[src/rtl/alarm_pkg.sv]
// Shared state encoding and default timing constants for the alarm zone controller.
package alarm_pkg;

  localparam int STATE_W = 2;

  localparam logic [STATE_W-1:0] ST_DISARMED = 2'd0;
  localparam logic [STATE_W-1:0] ST_EXIT     = 2'd1;
  localparam logic [STATE_W-1:0] ST_ARMED    = 2'd2;
  localparam logic [STATE_W-1:0] ST_ALARM    = 2'd3;

  localparam int THRESH_DEF      = 50;
  localparam int CONFIRM_CYC_DEF = 16;
  localparam int EXIT_CYC_DEF    = 1024;

endpackage

[src/rtl/alarm_tone_gen.sv]
// Alarm tone divider: square wave whose half-period is reloaded at every toggle.
module alarm_tone_gen #(
  parameter int PER_W = 9
) (
  input  logic             CLK,
  input  logic             RST,
  input  logic             enable,
  input  logic [PER_W-1:0] half_period,
  output logic             Sound_Data
);

  logic [PER_W-1:0] cnt_r;
  logic [PER_W-1:0] per_r;
  logic             tone_r;

  // Idle preloads the counter to all ones so the first enabled edge wraps to zero
  // and the first half-period is as long as every later one.
  always_ff @(posedge CLK or posedge RST) begin
    if (RST) begin
      cnt_r  <= {PER_W{1'b0}};
      per_r  <= PER_W'(1);
      tone_r <= 1'b0;
    end else if (!enable) begin
      cnt_r  <= {PER_W{1'b1}};
      per_r  <= half_period;
      tone_r <= 1'b0;
    end else if (cnt_r == per_r - PER_W'(1)) begin
      cnt_r  <= {PER_W{1'b0}};
      per_r  <= half_period;
      tone_r <= ~tone_r;
    end else begin
      cnt_r  <= cnt_r + PER_W'(1);
    end
  end

  assign Sound_Data = tone_r;

endmodule

[src/rtl/alarm_zone_controller.sv]
// Multi-zone distance intrusion alarm FSM with exit delay, confirmation and tone output.
// Define ALARM_LATCH_EN to hold ALARM until disarm instead of auto-clearing.
module alarm_zone_controller
  import alarm_pkg::*;
#(
  parameter int N_CH        = 4,
  parameter int DIST_W      = 8,
  parameter int THRESH      = THRESH_DEF,
  parameter int CONFIRM_CYC = CONFIRM_CYC_DEF,
  parameter int EXIT_CYC    = EXIT_CYC_DEF
) (
  input  logic                     CLK,
  input  logic                     RST,
  input  logic                     Arm,
  input  logic [N_CH-1:0]          Zone_Mask,
  input  logic [N_CH*DIST_W-1:0]   Distance,
  output logic                     Sound_Data,
  output logic                     Sound_Trig,
  output logic [N_CH-1:0]          Alarm_Zones,
  output logic [STATE_W-1:0]       State
);

  localparam int DW1    = DIST_W + 1;
  localparam int EXIT_W = $clog2(EXIT_CYC + 1);
  localparam int CONF_W = $clog2(CONFIRM_CYC + 1);

  localparam logic [DW1-1:0]    THRESH_V  = DW1'(THRESH);
  localparam logic [EXIT_W-1:0] EXIT_LAST = EXIT_W'(EXIT_CYC - 1);
  localparam logic [CONF_W-1:0] CONF_LAST = CONF_W'(CONFIRM_CYC - 1);

  logic [STATE_W-1:0] state_r, state_nxt_s;
  logic [EXIT_W-1:0]  exit_cnt_r, exit_cnt_nxt_s;
  logic [CONF_W-1:0]  conf_cnt_r, conf_cnt_nxt_s;
  logic [N_CH-1:0]    zones_r, zones_nxt_s;
  logic [N_CH-1:0]    det_vec_s;
  logic               detect_s;
  logic [DIST_W-1:0]  min_dist_s, min_dist_r;
  logic               trig_r;
  logic [DW1-1:0]     half_period_s;
  logic               tone_en_s;

  // Per-zone detection and minimum distance over enabled zones.
  always_comb begin
    det_vec_s  = {N_CH{1'b0}};
    min_dist_s = {DIST_W{1'b1}};
    for (int i = 0; i < N_CH; i++) begin
      det_vec_s[i] = Zone_Mask[i] & ({1'b0, Distance[i*DIST_W +: DIST_W]} < THRESH_V);
      if (Zone_Mask[i] && (Distance[i*DIST_W +: DIST_W] < min_dist_s)) begin
        min_dist_s = Distance[i*DIST_W +: DIST_W];
      end else begin
        min_dist_s = min_dist_s;
      end
    end
    detect_s = |det_vec_s;
  end

  // Next-state logic; a dropped Arm overrides every other transition.
  always_comb begin
    state_nxt_s    = state_r;
    exit_cnt_nxt_s = exit_cnt_r;
    conf_cnt_nxt_s = conf_cnt_r;
    zones_nxt_s    = zones_r;
    if (!Arm) begin
      state_nxt_s    = ST_DISARMED;
      exit_cnt_nxt_s = {EXIT_W{1'b0}};
      conf_cnt_nxt_s = {CONF_W{1'b0}};
      zones_nxt_s    = {N_CH{1'b0}};
    end else begin
      case (state_r)
        ST_DISARMED: begin
          state_nxt_s    = ST_EXIT;
          exit_cnt_nxt_s = {EXIT_W{1'b0}};
          conf_cnt_nxt_s = {CONF_W{1'b0}};
          zones_nxt_s    = {N_CH{1'b0}};
        end
        ST_EXIT: begin
          if (exit_cnt_r == EXIT_LAST) begin
            state_nxt_s    = ST_ARMED;
            exit_cnt_nxt_s = {EXIT_W{1'b0}};
            conf_cnt_nxt_s = {CONF_W{1'b0}};
          end else begin
            exit_cnt_nxt_s = exit_cnt_r + EXIT_W'(1);
          end
        end
        ST_ARMED: begin
          if (!detect_s) begin
            conf_cnt_nxt_s = {CONF_W{1'b0}};
          end else if (conf_cnt_r == CONF_LAST) begin
            state_nxt_s    = ST_ALARM;
            conf_cnt_nxt_s = {CONF_W{1'b0}};
            zones_nxt_s    = det_vec_s;
          end else begin
            conf_cnt_nxt_s = conf_cnt_r + CONF_W'(1);
          end
        end
        ST_ALARM: begin
          zones_nxt_s = zones_r | det_vec_s;
`ifdef ALARM_LATCH_EN
          conf_cnt_nxt_s = {CONF_W{1'b0}};
`else
          if (detect_s) begin
            conf_cnt_nxt_s = {CONF_W{1'b0}};
          end else if (conf_cnt_r == CONF_LAST) begin
            state_nxt_s    = ST_ARMED;
            conf_cnt_nxt_s = {CONF_W{1'b0}};
            zones_nxt_s    = {N_CH{1'b0}};
          end else begin
            conf_cnt_nxt_s = conf_cnt_r + CONF_W'(1);
          end
`endif
        end
        default: begin
          state_nxt_s    = ST_DISARMED;
          exit_cnt_nxt_s = {EXIT_W{1'b0}};
          conf_cnt_nxt_s = {CONF_W{1'b0}};
          zones_nxt_s    = {N_CH{1'b0}};
        end
      endcase
    end
  end

  // State, counters and registered outputs.
  always_ff @(posedge CLK or posedge RST) begin
    if (RST) begin
      state_r    <= ST_DISARMED;
      exit_cnt_r <= {EXIT_W{1'b0}};
      conf_cnt_r <= {CONF_W{1'b0}};
      zones_r    <= {N_CH{1'b0}};
      trig_r     <= 1'b0;
      min_dist_r <= {DIST_W{1'b1}};
    end else begin
      state_r    <= state_nxt_s;
      exit_cnt_r <= exit_cnt_nxt_s;
      conf_cnt_r <= conf_cnt_nxt_s;
      zones_r    <= zones_nxt_s;
      trig_r     <= (state_nxt_s == ST_ALARM) && (state_r != ST_ALARM);
      min_dist_r <= min_dist_s;
    end
  end

  // Enable follows the next state so the tone starts and stops on the same edge as ALARM.
  assign tone_en_s     = (state_nxt_s == ST_ALARM);
  assign half_period_s = {1'b0, min_dist_r} + DW1'(1);

  alarm_tone_gen #(
    .PER_W(DW1)
  ) u_tone (
    .CLK        (CLK),
    .RST        (RST),
    .enable     (tone_en_s),
    .half_period(half_period_s),
    .Sound_Data (Sound_Data)
  );

  assign State       = state_r;
  assign Sound_Trig  = trig_r;
  assign Alarm_Zones = zones_r;

endmodule

[config.mk]
export PLATFORM = sky130hd
export DESIGN_NAME = alarm_zone_controller
export DESIGN_NICKNAME = d
export VERILOG_FILES = /design/src/rtl/alarm_pkg.sv /design/src/rtl/alarm_tone_gen.sv /design/src/rtl/alarm_zone_controller.sv
export SDC_FILE = /design/constraint.sdc
export NUM_CORES = 1
export LEC_CHECK = 0
export BUFFER_PORTS_ARGS = -buffer_cell sky130_fd_sc_hd__buf_2
export CAP_MARGIN = 30
export CORE_AREA = 2 2 84 86
export DETAILED_ROUTE_END_ITERATION = 8
export DIE_AREA = 0 0 86 88
export GPL_TIMING_DRIVEN = 0
export PLACE_DENSITY = 0.79
export SETUP_SLACK_MARGIN = 0.1
export SLEW_MARGIN = 10
export SYNTH_ARGS = -nofsm -noshare
export SYNTH_HDL_FRONTEND = slang
export SYNTH_HIERARCHICAL = 1
export SYNTH_SLANG_ARGS = --single-unit
[constraint.sdc]
create_clock -name CLK -period 3.1 [get_ports CLK]
set_clock_uncertainty 0.1 [all_clocks]
set_input_delay 0 -clock CLK [delete_from_list [all_inputs] [get_ports CLK]]
set_output_delay 0 -clock CLK [all_outputs]
set_load 0.02 [all_outputs]
==> metrics, run 1 <==
status complete, but fails checks; failing checks negative setup slack; antenna diode instance count 0; GRT overflow 0; row cnt 30; crit-path max FO 8; DRC viols 0; via density per instance 6.18; I/O pin count 47; max incr delay on CP 0.32 ns; GRT Total Usage 27.2%; area growth from synthesis to final layout 37.9%; critical path capture point type flop; part of the cycle the worst path needs 144%; RSZ-0062 raised after global routing true; Reg2Reg Depth 9; critical path's top delay family compound AO/OA/AOI/OAI gates; Post-Syn Instances 416; largest net degree at the start of global routing 21; Critical Path Source Type primary input; vias in the first global route 3704; initial core utilization 57.7%; Max Slew Vio Count 0; Fmax achieved 0.224 GHz; initial antenna violation count 0; Worst VDD drop 196 uV; final worst slack -1.36 ns; CTS Buf Count 5; Worst Path Buf+Inv 8; drt pass-1 iters 5; Die W 86 um; Yosys top cell area share 26.8%; Design Area, Final 5280 um^2; Hold Startpoint Distance[7]; TritonCTS clock tree yes; DR iter-0 viols 165; fraction of registers with async set or reset after synthesis 100%; post-route minimum period 4.46 ns; WL per Instance 19.7 um; FF-to-FF End u_tone/per_r[4]; ys flop type dfrtp_1; H-tree Lvls 2; max_slew headroom 46.8%; FILL cells 402; syn nets 478; Worst Hold Path Cells 4; dpl hpwl 6600 um; Root Buffer clkbuf_8; Top cell by count, worst path buf_6; Yosys top cell by area dfrtp_1; final antenna-violating net count 0; Syn. warnings 6; Avg Inst Size Synth 9.21 um^2; slowest cell on the critical path ha_4; placed cell area 4290 um^2; Static Leakage 2.26 nW; Finished Layout Cells 612; final setup fails 8; Max Cap Violations 0; R2R setup slack 0.38 ns; Yosys cell types 66; PortBufs 45; die area 7570 um^2; worst r2r src u_tone/per_r[0]; final hold viol count 0; via count 3785; placed cell count 542; Detailed Route WL 12000 um; slew of the pin with the lowest slew margin 0.794 ns; die height 88 um; Crit path arrival time 4.59 ns; cell area after synthesis 3830 um^2; HP Class in2reg; Worst EP required 3.23 ns; CTS Sinks 50; Post-synth EDFFs 0; Seq/Total Area, Yosys 33.0%; Clock Path Buffers 2; worst skew pair latency 0.31 ns; Area contributors post-synth dfrtp_1 (27%), ha_1 (7.5%), dfstp_2 (6.2%), nand2_1 (3.9%), mux2_4 (3.5%); layout cells sized above 1 37.2%; core region area 6640 um^2; PwrDens 392 nW/um^2; critical path class in2reg; fin nets 593; first-pass GRT wire length 16400 um; flops & latches, synth 50; Worst-path clk slew 0.09 ns; GPL Wtd Cong 0.901; critical path depth 26; Hold Crit Endpoint Alarm_Zones[0]
-- synth_stat cells, drive strengths merged (7+ instances only) --
master,count
a2111oi,7
a21oi,18
and2,9
clkbuf,9
dfrtp,41
dfstp,9
ha,23
inv,22
mux2,9
mux2i,12
nand2,40
nand2b,7
nand3,24
nor2,21
nor2b,13
nor3,13
o21ai,35
xnor2,11
xor2,13
-- power breakdown --
part,switching (mW),total [mW],internal (mW)
Clock,0.220,0.458,0.238
Sequential,0.0760,0.807,0.731
Combinational,0.396,0.804,0.407
Total,0.692,2.07,1.38
-- logic make-up (layout without fill, tap and decap cells) --
group	Yosys count	in the layout	share of synthesized area, %
XOR/XNOR	24	24	5.49
buffers and inverters	37	153	4.08
multiplexers	21	21	6.66
AO/OA/AOI/OAI	104	104	20.7
flip-flops	50	50	33.0
AND/OR/NAND/NOR	157	157	22.6
adder cells (fa/ha/maj)	23	23	7.51
-- cell type report --
type / instances / area (um^2) / area share [%]
clock buffer: 5 / 68.8 / 1.30
timing repair buffer: 108 / 802 / 15.2
buffer: 15 / 104 / 1.97
tap: 80 / 100 / 1.89
clock inverter: 3 / 40.0 / 0.758
multi-input combinational: 329 / 2820 / 53.4
sequential: 50 / 1260 / 23.9
inverter: 22 / 82.6 / 1.56
-- registers in the layout (all words and copies together) (netlist names) --
name,cells
u_tone/cnt_r,9
exit_cnt_r,11
Sound_Trig,1
min_dist_r,8
conf_cnt_r,5
u_tone/per_r,9
State,2
Alarm_Zones,4
u_tone/Sound_Data,1
-- worst register-to-register path, cell delays in order (launching register included) --
cell,delay [ns]
dfstp_2,0.58
inv_1,0.06
ha_1,0.22
nor3b_2,0.20
a21o_2,0.22
a32o_1,0.25
o21a_1,0.19
o31a_1,0.33
buf_6,0.16
mux2_4,0.30
-- per-layer routing --
metal  share of wire, %  up-vias  track usage (%)
met1                 36     1815             28.6
met3                5.0       69             3.11
met5                  0        -                0
met2                 52      164             51.9
met4                6.8        0             16.3
li1                   -     1737                -
-- stage by stage --
step	hold slack, ns	setup WS [ns]	TNS (ns)	power (mW)	utilization (%)
floorplan	-0.150	-1.19	-9.41	1.24	-
global placement	0.0383	-1.96	-15.52	1.35	64.2
detailed placement	-0.0165	-2.08	-16.40	1.39	64.6
CTS	0.0132	-1.16	-9.14	1.95	75.6
global route	0.0510	-1.47	-11.65	2.16	79.5
finish	0.0418	-1.36	-10.72	2.07	79.5
-- timing repair --
item                                    CTS  global route
gates cloned                              1             0
pin swaps                                24            27
resized for setup                        38            21
buffers inserted                         28            19
hold buffers                             15             0
endpoints found under the hold margin    46             0
endpoints found under the setup margin    8             8
-- worst max path at each step --
| stage | from | end | slack (ns) |
|---|---|---|---|
| final | Zone_Mask[0] | min_dist_r[7] | -1.36 |
| after global routing | Zone_Mask[0] | min_dist_r[2] | -1.47 |
| after CTS | Zone_Mask[0] | min_dist_r[7] | -1.16 |
| after detailed placement | Zone_Mask[0] | min_dist_r[7] | -2.08 |
| after global placement | Zone_Mask[0] | min_dist_r[1] | -1.96 |
| after floorplan | Zone_Mask[0] | min_dist_r[1] | -1.19 |
-- cell usage in the layout (no fill, tap or decap), types with 4 or more instances in the layout --
cell	count
nand3_1	23
nand4_1	6
nor2_1	18
a211oi_2	4
xnor2_1	11
inv_1	20
a21oi_2	5
ha_4	9
buf_6	10
mux2_4	9
clkbuf_1	8
nor2b_4	4
o21a_1	4
buf_2	44
dlygate4sd3_1	15
mux2i_1	9
nor3_2	4
o21ai_0	14
nand2_1	40
a21oi_1	12
and2_1	6
clkbuf_8	6
buf_4	41
nor2b_1	7
xor2_1	13
ha_1	14
dfstp_2	9
nand2b_1	6
o21ai_1	15
nor3_1	7
or2b_1	4
dfrtp_1	41
o21ai_2	4
Power figures use the tool's default switching activity.
==> run 2: changes to the inputs <==
Settings changed: GPL_TIMING_DRIVEN 0 to not set, PLACE_DENSITY 0.79 to 0.9.
==> run 2 against run 1 <==
  * Final cell count is 0.82% higher
  * Clock power is 11% lower
  * Design area down 0.38%
  * Non-clock buffer count rose by 5
  * The run still ends with negative setup slack left
  * Worst setup slack improved by 0.31 ns
==> metrics, run 2 (synthesized netlist as in run 1, its figures left out) <==
most common cell after layout, fill and taps aside buf_4; met1 WL 4510 um; drt pass-1 iters 4; R2R setup slack 0.37 ns; PwrDens 384 nW/um^2; initial antenna violation count 0; WL per Instance 18.7 um; Critical Path Source Type primary input; Detailed Route WL 11600 um; largest reg by FF count exit_cnt_r; final worst slack -1.04 ns; dpl hpwl 7530 um; die area 7570 um^2; critical path capture point type flop; largest net degree at the start of global routing 20; GRT Total Usage 30.4%; post-route minimum period 4.14 ns; PortBufs 46; Hold Startpoint Distance[6]; GPL Wtd Cong 0.935; crit-path max FO 8; DR iter-0 viols 215; via density per instance 6.16; failing checks negative setup slack; routed wl met2 6090 um; Worst Hold Path Cells 4; Hold Crit Endpoint Alarm_Zones[0]; die height 88 um; Static Leakage 2.30 nW; FF-to-FF End u_tone/per_r[1]; setup slack at placement -1.43 ns; Finished Core Util 79.2%; Max Slew Vio Count 0; Worst-path clk slew 0.10 ns; vias in the first global route 4013; placed cell area 4640 um^2; final setup fails 8; I/O pin count 47; RSZ-0062 raised after global routing true; Finished Layout Cells 617; minimum hold slack 0.0382 ns; part of the cycle the worst path needs 134%; CTS Sinks 50; fin nets 598; Fmax achieved 0.241 GHz; worst r2r src u_tone/per_r[0]; critical path class in2reg; H-tree Lvls 2; CTS Buf Count 5; Crit path arrival time 4.28 ns; DRC viols 0; status complete, but fails checks; row cnt 30; Root Buffer clkbuf_8; max reg flops 11; Worst EP required 3.24 ns; final antenna-violating net count 0; FILL cells 344; Die W 86 um; final hold viol count 0; HP Class in2reg; GRT overflow 0; layout cells sized above 1 40.0%; max_slew headroom 50.6%; antenna diode instance count 0; Max Cap Violations 0; TritonCTS clock tree yes; Clock Path Buffers 2; Design Area, Final 5260 um^2; placed cell count 582; via count 3802; slew of the pin with the lowest slew margin 0.740 ns; Worst VDD drop 235 uV; initial core utilization 57.7%; met3 wire length 527 um; worst skew pair latency 0.32 ns; most frequent cells in the layout buf_4 (64), buf_2 (45), dfrtp_1 (41); Top Registers exit_cnt_r (11), u_tone/cnt_r (9), u_tone/per_r (9); Storage cell area 1260 um^2; Top Metal Used met4; first-pass GRT wire length 18300 um; Reg2Reg Depth 9; core region area 6640 um^2; area growth from synthesis to final layout 37.4%; multi-input combinational cell area 2770 um^2
## run 2: layout make-up
class | count | share of cell area, %
clock buffers | 5 | 1.31
multi-input cells | 329 | 52.7
inverters | 22 | 1.57
flip-flops and latches | 50 | 24.0
well taps | 80 | 1.90
repair buffers | 128 | 18.0
clock inverters | 3 | 0.547
## run 2: power breakdown
group | internal (mW) | leakage (nW) | switching (mW) | total (mW)
Combinational | 0.415 | 1.65 | 0.381 | 0.797
Sequential | 0.731 | 0.601 | 0.0829 | 0.814
Clock | 0.169 | 0.0506 | 0.240 | 0.409
## run 2: worst max path at each step
stage / start / to / slack (ns) / depth (start not counted)
2_1_floorplan: Zone_Mask[0] / min_dist_r[1] / -1.19 / 21
3_3_place_gp: Zone_Mask[0] / min_dist_r[3] / -1.18 / 20
3_5_place_dp: Zone_Mask[0] / min_dist_r[6] / -1.43 / 23
4_1_cts: Zone_Mask[0] / min_dist_r[6] / -0.93 / 20
5_1_grt: Zone_Mask[0] / min_dist_r[3] / -1.18 / 25
6_report: Zone_Mask[0] / min_dist_r[3] / -1.04 / 24
## run 2: critical path: stages
cell       delay (ns)
buf_12           0.11
nor2b_4          0.13
ha_4             0.26
and4_4           0.25
o2111ai_4        0.12
o2111ai_4        0.30
buf_6            0.20
o21ai_4          0.07
o31ai_4          0.07
ha_4             0.27
a21oi_2          0.17
a21oi_2          0.09
nor4b_4          0.33
buf_4            0.21
nor2_4           0.05
a211oi_4         0.28
ha_4             0.25
a21o_1           0.18
nand2_1          0.07
nand3b_1         0.09
a21o_1           0.20
a31oi_4          0.17
buf_12           0.16
mux2i_2          0.22
## run 2: repair_timing
item                                    4_1_cts  5_1_grt
resized for setup                            34       18
hold buffers                                 12        0
cloned                                        1        0
endpoints found under the setup margin        8        8
endpoints found under the hold margin        47        0
pin swaps                                    22       27
buffers inserted                              7        7
## run 2: routing by layer
metal	track usage, %	vias up
met1	34.1	1847
met5	0	-
li1	-	1745
met2	56.7	168
met4	14.7	0
met3	3.86	42
## run 2: metrics by stage
| stage | TNS [ns] | total power [mW] |
|---|---|---|
| floorplan | -9.41 | 1.24 |
| global placement | -9.33 | 1.44 |
| detailed placement | -11.04 | 1.48 |
| CTS | -7.00 | 1.95 |
| global route | -9.21 | 2.12 |
| finish | -8.04 | 2.02 |
